--- config.mk ---
export PLATFORM = sky130hd
export DESIGN_NAME = delay_cy_mc
export DESIGN_NICKNAME = d
export VERILOG_FILES = /design/src/rtl/delay_cy_pkg.sv /design/src/rtl/delay_cy_chan.sv /design/src/rtl/delay_cy_mc.sv
export SDC_FILE = /design/constraint.sdc
export NUM_CORES = 1
export LEC_CHECK = 0
export BUFFER_PORTS_ARGS = -buffer_cell sky130_fd_sc_hd__buf_2
export CAP_MARGIN = 20
export CORE_MARGIN = 2
export CORE_UTILIZATION = 30
export CTS_CLUSTER_SIZE = 12
export DETAILED_ROUTE_END_ITERATION = 6
export HOLD_SLACK_MARGIN = 0.15
export PLACE_DENSITY_LB_ADDON = 0.3
export SLEW_MARGIN = 20
export SYNTH_ARGS = -nofsm -noshare
export SYNTH_HDL_FRONTEND = slang
export SYNTH_HIERARCHICAL = 1
export SYNTH_SLANG_ARGS = --single-unit
--- constraint.sdc ---
create_clock -name clk -period 3.55 [get_ports clk]
set_clock_uncertainty 0.2 [all_clocks]
set_input_delay 0.71 -clock clk [delete_from_list [all_inputs] [get_ports clk]]
set_output_delay 0.71 -clock clk [all_outputs]
set_load 0.005 [all_outputs]
--- src/rtl/delay_cy_pkg.sv ---
// delay_cy_pkg
// Shared defaults and helpers for the multi-channel cycle delay line.
//   DEF_NCH / DEF_DLY_W / DEF_EDGE_DEPTH : default channel count, delay width,
//                                          edge queue depth
//   PTR_W                                : queue pointer width for the default depth
//   eff_delay()                          : a programmed delay of 0 behaves as 1
//   target_add()                         : output-edge timestamp for a new input edge
// Helpers work on a wide CALC_W word; callers cast the result to their own
// width, which also gives the modulo-2^DLY_W wrap of the timestamp.
package delay_cy_pkg;

  localparam int DEF_NCH        = 4;
  localparam int DEF_DLY_W      = 16;
  localparam int DEF_EDGE_DEPTH = 4;
  localparam int PTR_W          = $clog2(DEF_EDGE_DEPTH);
  localparam int CALC_W         = 32;

  function automatic logic [CALC_W-1:0] eff_delay(input logic [CALC_W-1:0] cfg);
    return (cfg == '0) ? CALC_W'(1) : cfg;
  endfunction

  function automatic logic [CALC_W-1:0] target_add(input logic [CALC_W-1:0] ts,
                                                   input logic [CALC_W-1:0] dly);
    return ts + dly;
  endfunction

endpackage

--- src/rtl/delay_cy_chan.sv ---
// delay_cy_chan
// One channel of the delay line: 3-stage synchroniser, edge detect, queue of
// output-edge timestamps, latched delay, sticky overflow and toggling output.
//   clk, rst    : clock, synchronous active-high reset
//   sig_in      : asynchronous input waveform
//   ch_en       : channel enable (0 flushes the queue and forces sig_out low)
//   delay_cfg   : requested delay in cycles
//   ts          : shared free-running timestamp
//   ovf_clr     : write-1-to-clear for ovf
//   sig_out     : delayed waveform
//   busy        : queue non-empty
//   ovf         : sticky overflow flag
module delay_cy_chan
  import delay_cy_pkg::*;
#(
  parameter int DLY_W      = DEF_DLY_W,
  parameter int EDGE_DEPTH = DEF_EDGE_DEPTH
) (
  input  logic             clk,
  input  logic             rst,
  input  logic             sig_in,
  input  logic             ch_en,
  input  logic [DLY_W-1:0] delay_cfg,
  input  logic [DLY_W-1:0] ts,
  input  logic             ovf_clr,
  output logic             sig_out,
  output logic             busy,
  output logic             ovf
);

  localparam int CH_PTR_W = $clog2(EDGE_DEPTH);

  logic                r_s1, r_s2, r_s3;
  logic [DLY_W-1:0]    r_fifo [EDGE_DEPTH];
  logic [CH_PTR_W-1:0] r_wr_ptr, r_rd_ptr;
  logic [CH_PTR_W:0]   r_count;
  logic [DLY_W-1:0]    r_dly;
  logic                r_sig_out, r_ovf;

  logic                w_edge, w_empty, w_full, w_pop, w_push, w_ovf_set;
  logic [DLY_W-1:0]    w_tgt, w_dly_eff;

  assign w_edge    = r_s2 ^ r_s3;
  assign w_empty   = (r_count == '0);
  assign w_full    = (r_count == (CH_PTR_W+1)'(EDGE_DEPTH));
  assign w_tgt     = DLY_W'(target_add(CALC_W'(ts), CALC_W'(r_dly)));
  assign w_dly_eff = DLY_W'(eff_delay(CALC_W'(delay_cfg)));

  // Targets are monotonic and within one counter period of ts, so a plain
  // equality on the head entry is enough to find the due edge.
  assign w_pop     = ch_en && !w_empty && (ts == r_fifo[r_rd_ptr]);
  // A pop in the same cycle frees a slot, so a full queue can still accept.
  assign w_push    = ch_en && w_edge && (!w_full || w_pop);
  assign w_ovf_set = ch_en && w_edge && w_full && !w_pop;

  // Timestamp storage carries no reset; occupancy is tracked by r_count.
  always_ff @(posedge clk) begin
    if (w_push) begin
      r_fifo[r_wr_ptr] <= w_tgt;
    end
  end

  always_ff @(posedge clk) begin
    if (rst) begin
      r_s1      <= 1'b0;
      r_s2      <= 1'b0;
      r_s3      <= 1'b0;
      r_wr_ptr  <= '0;
      r_rd_ptr  <= '0;
      r_count   <= '0;
      r_dly     <= DLY_W'(1);
      r_sig_out <= 1'b0;
      r_ovf     <= 1'b0;
    end else begin
      r_s1 <= sig_in;
      r_s2 <= r_s1;
      r_s3 <= r_s2;

      // Only pick up a new delay while nothing is queued, so queued targets
      // stay in order when delay_cfg changes.
      if (w_empty && !w_push) begin
        r_dly <= w_dly_eff;
      end

      if (w_ovf_set) begin
        r_ovf <= 1'b1;
      end else if (ovf_clr) begin
        r_ovf <= 1'b0;
      end

      if (!ch_en) begin
        r_wr_ptr  <= '0;
        r_rd_ptr  <= '0;
        r_count   <= '0;
        r_sig_out <= 1'b0;
      end else if (w_ovf_set) begin
        // Drop the queue and realign the output with the present input level.
        r_wr_ptr  <= '0;
        r_rd_ptr  <= '0;
        r_count   <= '0;
        r_sig_out <= r_s2;
      end else begin
        if (w_push) begin
          r_wr_ptr <= r_wr_ptr + 1'b1;
        end
        if (w_pop) begin
          r_rd_ptr  <= r_rd_ptr + 1'b1;
          r_sig_out <= ~r_sig_out;
        end
        r_count <= r_count + (CH_PTR_W+1)'(w_push) - (CH_PTR_W+1)'(w_pop);
      end
    end
  end

  assign sig_out = r_sig_out;
  assign busy    = !w_empty;
  assign ovf     = r_ovf;

endmodule

--- src/rtl/delay_cy_mc.sv ---
// delay_cy_mc
// Multi-channel whole-waveform delay line. A single free-running timestamp is
// shared by NCH independent channel instances.
//   clk, rst   : clock, synchronous active-high reset
//   sig_in     : [NCH] asynchronous input waveforms
//   ch_en      : [NCH] per-channel enable
//   delay_cfg  : [DLY_W] delay in cycles, shared by all channels
//   ovf_clr    : [NCH] write-1-to-clear overflow
//   sig_out    : [NCH] delayed waveforms
//   busy       : [NCH] channel has pending edges
//   ovf        : [NCH] sticky overflow flags
module delay_cy_mc
  import delay_cy_pkg::*;
#(
  parameter int NCH        = DEF_NCH,
  parameter int DLY_W      = DEF_DLY_W,
  parameter int EDGE_DEPTH = DEF_EDGE_DEPTH
) (
  input  logic             clk,
  input  logic             rst,
  input  logic [NCH-1:0]   sig_in,
  input  logic [NCH-1:0]   ch_en,
  input  logic [DLY_W-1:0] delay_cfg,
  input  logic [NCH-1:0]   ovf_clr,
  output logic [NCH-1:0]   sig_out,
  output logic [NCH-1:0]   busy,
  output logic [NCH-1:0]   ovf
);

  logic [DLY_W-1:0] r_ts;

  always_ff @(posedge clk) begin
    if (rst) begin
      r_ts <= '0;
    end else begin
      r_ts <= r_ts + 1'b1;
    end
  end

  generate
    for (genvar gi = 0; gi < NCH; gi++) begin : g_chan
      delay_cy_chan #(
        .DLY_W      (DLY_W),
        .EDGE_DEPTH (EDGE_DEPTH)
      ) u_chan (
        .clk       (clk),
        .rst       (rst),
        .sig_in    (sig_in[gi]),
        .ch_en     (ch_en[gi]),
        .delay_cfg (delay_cfg),
        .ts        (r_ts),
        .ovf_clr   (ovf_clr[gi]),
        .sig_out   (sig_out[gi]),
        .busy      (busy[gi]),
        .ovf       (ovf[gi])
      );
    end
  endgenerate

endmodule
# After elaboration in Yosys (flattened, before gate mapping)
# Memory sizes are Yosys's and may differ from the RTL's. A register that Yosys moved wholly into a read port is not among the register bits.
# Cells that the tools add are included.
[classes]
bitwise_logic = 12
mux = 33
add_sub_neg = 21
n_reduce_logical = 69
eq_ne = 8
[op_table]
columns = ["operator", "n"]
rows = [
  ["16-bit adder", 4],
  ["16-bit equality test", 4],
  ["1-bit logical AND", 28],
  ["1-bit two-way mux", 24],
  ["16-bit by 1-bit adder with 16-bit output (second input constant)", 1],
  ["2-bit by 1-bit adder with 2-bit output (second input constant)", 8],
  ["1-bit logical NOT", 16],
  ["16-bit logical NOT", 1],
  ["16-bit two-way mux", 1],
  ["2-bit two-way mux", 8],
  ["2-bit nonzero test", 8],
  ["3-bit by 1-bit adder with 3-bit output", 4],
  ["3-bit equality test (second input constant)", 4],
  ["3-bit logical NOT", 4],
  ["3-bit OR reduction", 4],
  ["3-bit by 1-bit subtractor with 3-bit output", 4],
  ["1-bit NOT", 8],
  ["2-bit OR reduction", 4],
  ["1-bit logical OR", 4],
  ["1-bit bitwise XOR", 4],
]
[totals]
n_memories = 4
mem_bits_rw = 256
register_bits = 128
inputBits = 30
[mem_list]
columns = ["memory", "depth", "word_bits", "rd", "rd_clocked_by_memory_dff", "wr", "line", "source"]
rows = [
  ["g_chan[0].u_chan.r_fifo", 4, 16, 1, 1, 1, "delay_cy_chan.sv:34", "logic [DLY_W-1:0] r_fifo [EDGE_DEPTH];"],
  ["g_chan[1].u_chan.r_fifo", 4, 16, 1, 1, 1, "delay_cy_chan.sv:34", ""],
  ["g_chan[2].u_chan.r_fifo", 4, 16, 1, 1, 1, "delay_cy_chan.sv:34", ""],
  ["g_chan[3].u_chan.r_fifo", 4, 16, 1, 1, 1, "delay_cy_chan.sv:34", ""],
]

# Depth between registers and ports, before layout
[depth]
word_depth = 8
ltp_mapped = 15
mapped_depth_nobuf = 13

# Hierarchy
# Netlist, hierarchy kept.
[by_module_without_submodules]
columns = ["mod", "area_per_inst_um2", "cells_per_inst", "instances"]
rows = [
  ["delay_cy_chan at g_chan[0].u_chan", 4626.9, 383, 1],
  ["delay_cy_chan at g_chan[1].u_chan", 4600.7, 368, 1],
  ["delay_cy_chan at g_chan[3].u_chan", 4581.9, 373, 1],
  ["delay_cy_chan at g_chan[2].u_chan", 4459.3, 351, 1],
  ["delay_cy_mc", 725.7, 82, 1],
]

# Worst setup path before layout
# Ideal clock, no wire load.
[synth_path]
path_kind = "reg2reg"
startpoint = "register with a tool-made name"
endpoint = "memory g_chan[3].u_chan/r_fifo[0][0] in the netlist's numbering (enable)"
setup_time_ps = 413
slack_ps = -239
path_stages_with_launch = 8
t_arrival_ps = 3176
path_buffers = 2
cell_sequence = "dfxtp_1 -> buf_4 -> buf_6 -> mux4_2 -> xor2_1 -> nor4_4 -> a31oi_1 -> nor3b_1"
[synth_lines]
columns = ["item", "line"]
rows = [
  ["to (decl)", "delay_cy_chan.sv:34"],
]

==> flow_metrics.env <==
export IMPL_status="completed"
export IMPL_setup_viol=0
export IMPL_mostFrequentLayoutCell="edfxtp_1"
export IMPL_yosys_warnings=6
export IMPL_syn_inst=1557
export IMPL_path_class="register to register"
export IMPL_synth_ff_type="edfxtp_1"
export IMPL_drtAntennaViolNets=0
export IMPL_seq_area_frac_synth=0.548
export IMPL_path_clk_slew_ns=0.06
export IMPL_ys_types=81
export IMPL_tritoncts="done"
export IMPL_die_h_um=256
export IMPL_grt_pass1_vias=12700
export IMPL_avgSynthCellArea_um2=12.2
export IMPL_min_period_ns=3.50
export IMPL_multiInputGateArea_um2=8210
export IMPL_final_cell_mix="edfxtp_1 (256), nand2_1 (172), dfxtp_1 (132)"
export IMPL_synth_edff_count=256
export IMPL_rsz0062_at_grt="yes"
export IMPL_grt_max_degree=57
export IMPL_crit_chain="buf_12 > mux4_2 > xnor2_2 > o2111ai_2 > nor4_4 > a31oi_1 > or2_1 > ha_1 > inv_1 > ha_2 > fa_2 > nand2_1 > nor2_1"
export IMPL_initialDrtViolationCount=824
export IMPL_hpwl_mm=32.3
export IMPL_core_area_um2=62900
export IMPL_syn_nets=1680
export IMPL_placed_area_um2=20800
export IMPL_drc=0
export IMPL_top_level_ports=42
export IMPL_grt_usage=0.139
export IMPL_maxSlewHeadroom=0.500
export IMPL_crit_fanout=6
export IMPL_clock_sinks=392
export IMPL_cp_data_required_time_ns=3.82
export IMPL_clkLatencyLatePin_ns=0.55
export IMPL_ys_seq_elements=392
export IMPL_hold_viol=0
export IMPL_tns_ns=0
export IMPL_grt_pass1_wl_mm=72.1
export IMPL_fmax_ghz=0.286
export IMPL_row_count=92
export IMPL_cpPeakStageDelay_ns=0.53
export IMPL_cp_buffers_inverters=2
export IMPL_seq_area_um2=10400
export IMPL_vias=12600
export IMPL_cts_root_buf="clkbuf_16"
export IMPL_grt_overflow_total=0
export IMPL_antenna_found_initial=1
export IMPL_cts_made_buffers=42
export IMPL_crit_arrival_ns=3.77
export IMPL_diodes=0
export IMPL_worst_pin_slew_ns=0.751
export IMPL_cp_slowest_cell="mux4_2"
export IMPL_fin_total_pwr_uw=9850
export IMPL_die_area_um2=65300
export IMPL_synth_area_um2=19000
export IMPL_peakVddDrop_uv=296
export IMPL_routed_via_density=4.89
export IMPL_io_buffers=41
export IMPL_first_pass_iters=5
export IMPL_maxCapViolations=0
export IMPL_fillCellCount=6189
export IMPL_hold_class="input pin to register"
export IMPL_cp_end_kind="register"
export IMPL_syn_to_final_growth_pct=18.1
export IMPL_final_area_um2=22400
export IMPL_drt_wl_total_mm=46.2
export IMPL_ctsHoldBuffers=0
export IMPL_p_per_area_nw_per_um2=439
export IMPL_synthArstFlopShare=0
export IMPL_whs_ns=0.175
export IMPL_nNetsFinal=1820
export IMPL_start_util=0.302
export IMPL_p_leak_uw=0.00827
export IMPL_startpoint_type="register"
export IMPL_drv_slew=0
export IMPL_layout_drive_gt1_share=0.175
export IMPL_die_x_um=256
export IMPL_clk_path_buf_depth=3
export IMPL_fin_crit_sh=0.986
export IMPL_gp_congestion=0.800
export IMPL_finalWorstSetupSlack_ns=0.0503
export IMPL_wire_per_inst_um=17.9
export IMPL_pre_cts_ws_ns=-0.0612
export IMPL_path_delay_family="adder cells"
export IMPL_htree_levels=2
per-layer routing:
metal / vias up / GRT usage / wire length, µm
li1: 6023 / - / -
met1: 6259 / 0.180 / 20600
met2: 241 / 0.246 / 22900
met3: 68 / 0.0187 / 1710
met4: 0 / 0.0331 / 942
met5: - / 0 / 0
state kept, by name, indices dropped and copies added (netlist names), named ones only:
register / cells
r_ts: 16
g_chan.u_chan/ovf: 4
g_chan.u_chan/r_count: 12
g_chan.u_chan/r_fifo: 256
g_chan.u_chan/r_wr_ptr: 8
g_chan.u_chan/r_dly: 64
g_chan.u_chan/r_s2: 4
g_chan.u_chan/r_s1: 4
g_chan.u_chan/r_s3: 4
g_chan.u_chan/r_rd_ptr: 8
g_chan.u_chan/sig_out: 4
what timing repair did:
item	4_1_cts	5_1_grt
setup endpoints to repair	3	8
gates cloned	1	0
gates resized for setup	9	37
pin swaps	7	27
buffers inserted	3	13
endpoints found under the hold margin	0	0
synthesized netlist by cell type (all sizes together), types with 5 or more instances:
master	instances	area (µm²)
a21oi	124	621
mux2	7	78.8
o21a	14	105
nand3	34	180
o21ai	26	130
edfxtp	256	7690
nand2	174	656
and3	12	75.1
nor2	69	259
o31ai	12	90.1
and2	10	62.6
nand2b	19	119
o211ai	5	37.5
a41oi	6	52.6
nor3	16	91.3
nor3b	8	60.1
or3	8	50.1
mux2i	52	521
buf	23	171
a211oi	5	47.5
a211o	8	70.1
xnor2	90	788
nor4	23	210
or4	5	41.3
xor2	52	455
nand4	20	131
fa	8	160
a21o	15	113
dfxtp	136	2720
ha	85	1060
inv	65	244
clkbuf	26	97.6
mux4	43	1000
nor2b	33	206
a31oi	10	62.6
worst paths after layout:
path / from / endpoint / slack [ns] / cells after the start
worst max-delay path: register / g_chan[3].u_chan/r_count[1] / 0.05 / 13
worst min-delay path: sig_in[3] / g_chan[3].u_chan/r_s1 / 0.18 / 2
worst max register to register: register / g_chan[3].u_chan/r_count[1] / 0.05 / 13
worst min register to register: g_chan[2].u_chan/r_s1 / g_chan[2].u_chan/r_s2 / 0.24 / 1
logic make-up after synthesis:
kind of cell | share of synthesized area
adders and majority gates | 0.0644
xor gates and xnor gates | 0.0655
DFF | 0.548
AOI/OAI and AO/OA | 0.0929
and+or+nand+nor | 0.118
muxes | 0.0843
buffers and inverters | 0.0270
layout make-up:
type | count | area share
timing repair buffer | 145 | 0.0534
multi-input combinational | 1051 | 0.366
sequential | 392 | 0.465
clock inverter | 13 | 0.00391
inverter | 65 | 0.0109
tap | 846 | 0.0472
clock buffer | 63 | 0.0541
through the flow:
step / cells / utilization
after global placement: 2482 / 0.332
after global routing: 2575 / 0.357
after detailed placement: 2482 / 0.332
after CTS: 2562 / 0.354
final: 2575 / 0.357
after floorplan: 1557 / -
power breakdown:
group	switching (µW)	internal, µW	leakage [µW]
clock network	1750	2430	0.000634
registers	43.9	4990	0.00346
logic	410	226	0.00417
total	2200	7640	0.00827
(Power assumes the default switching activity.)
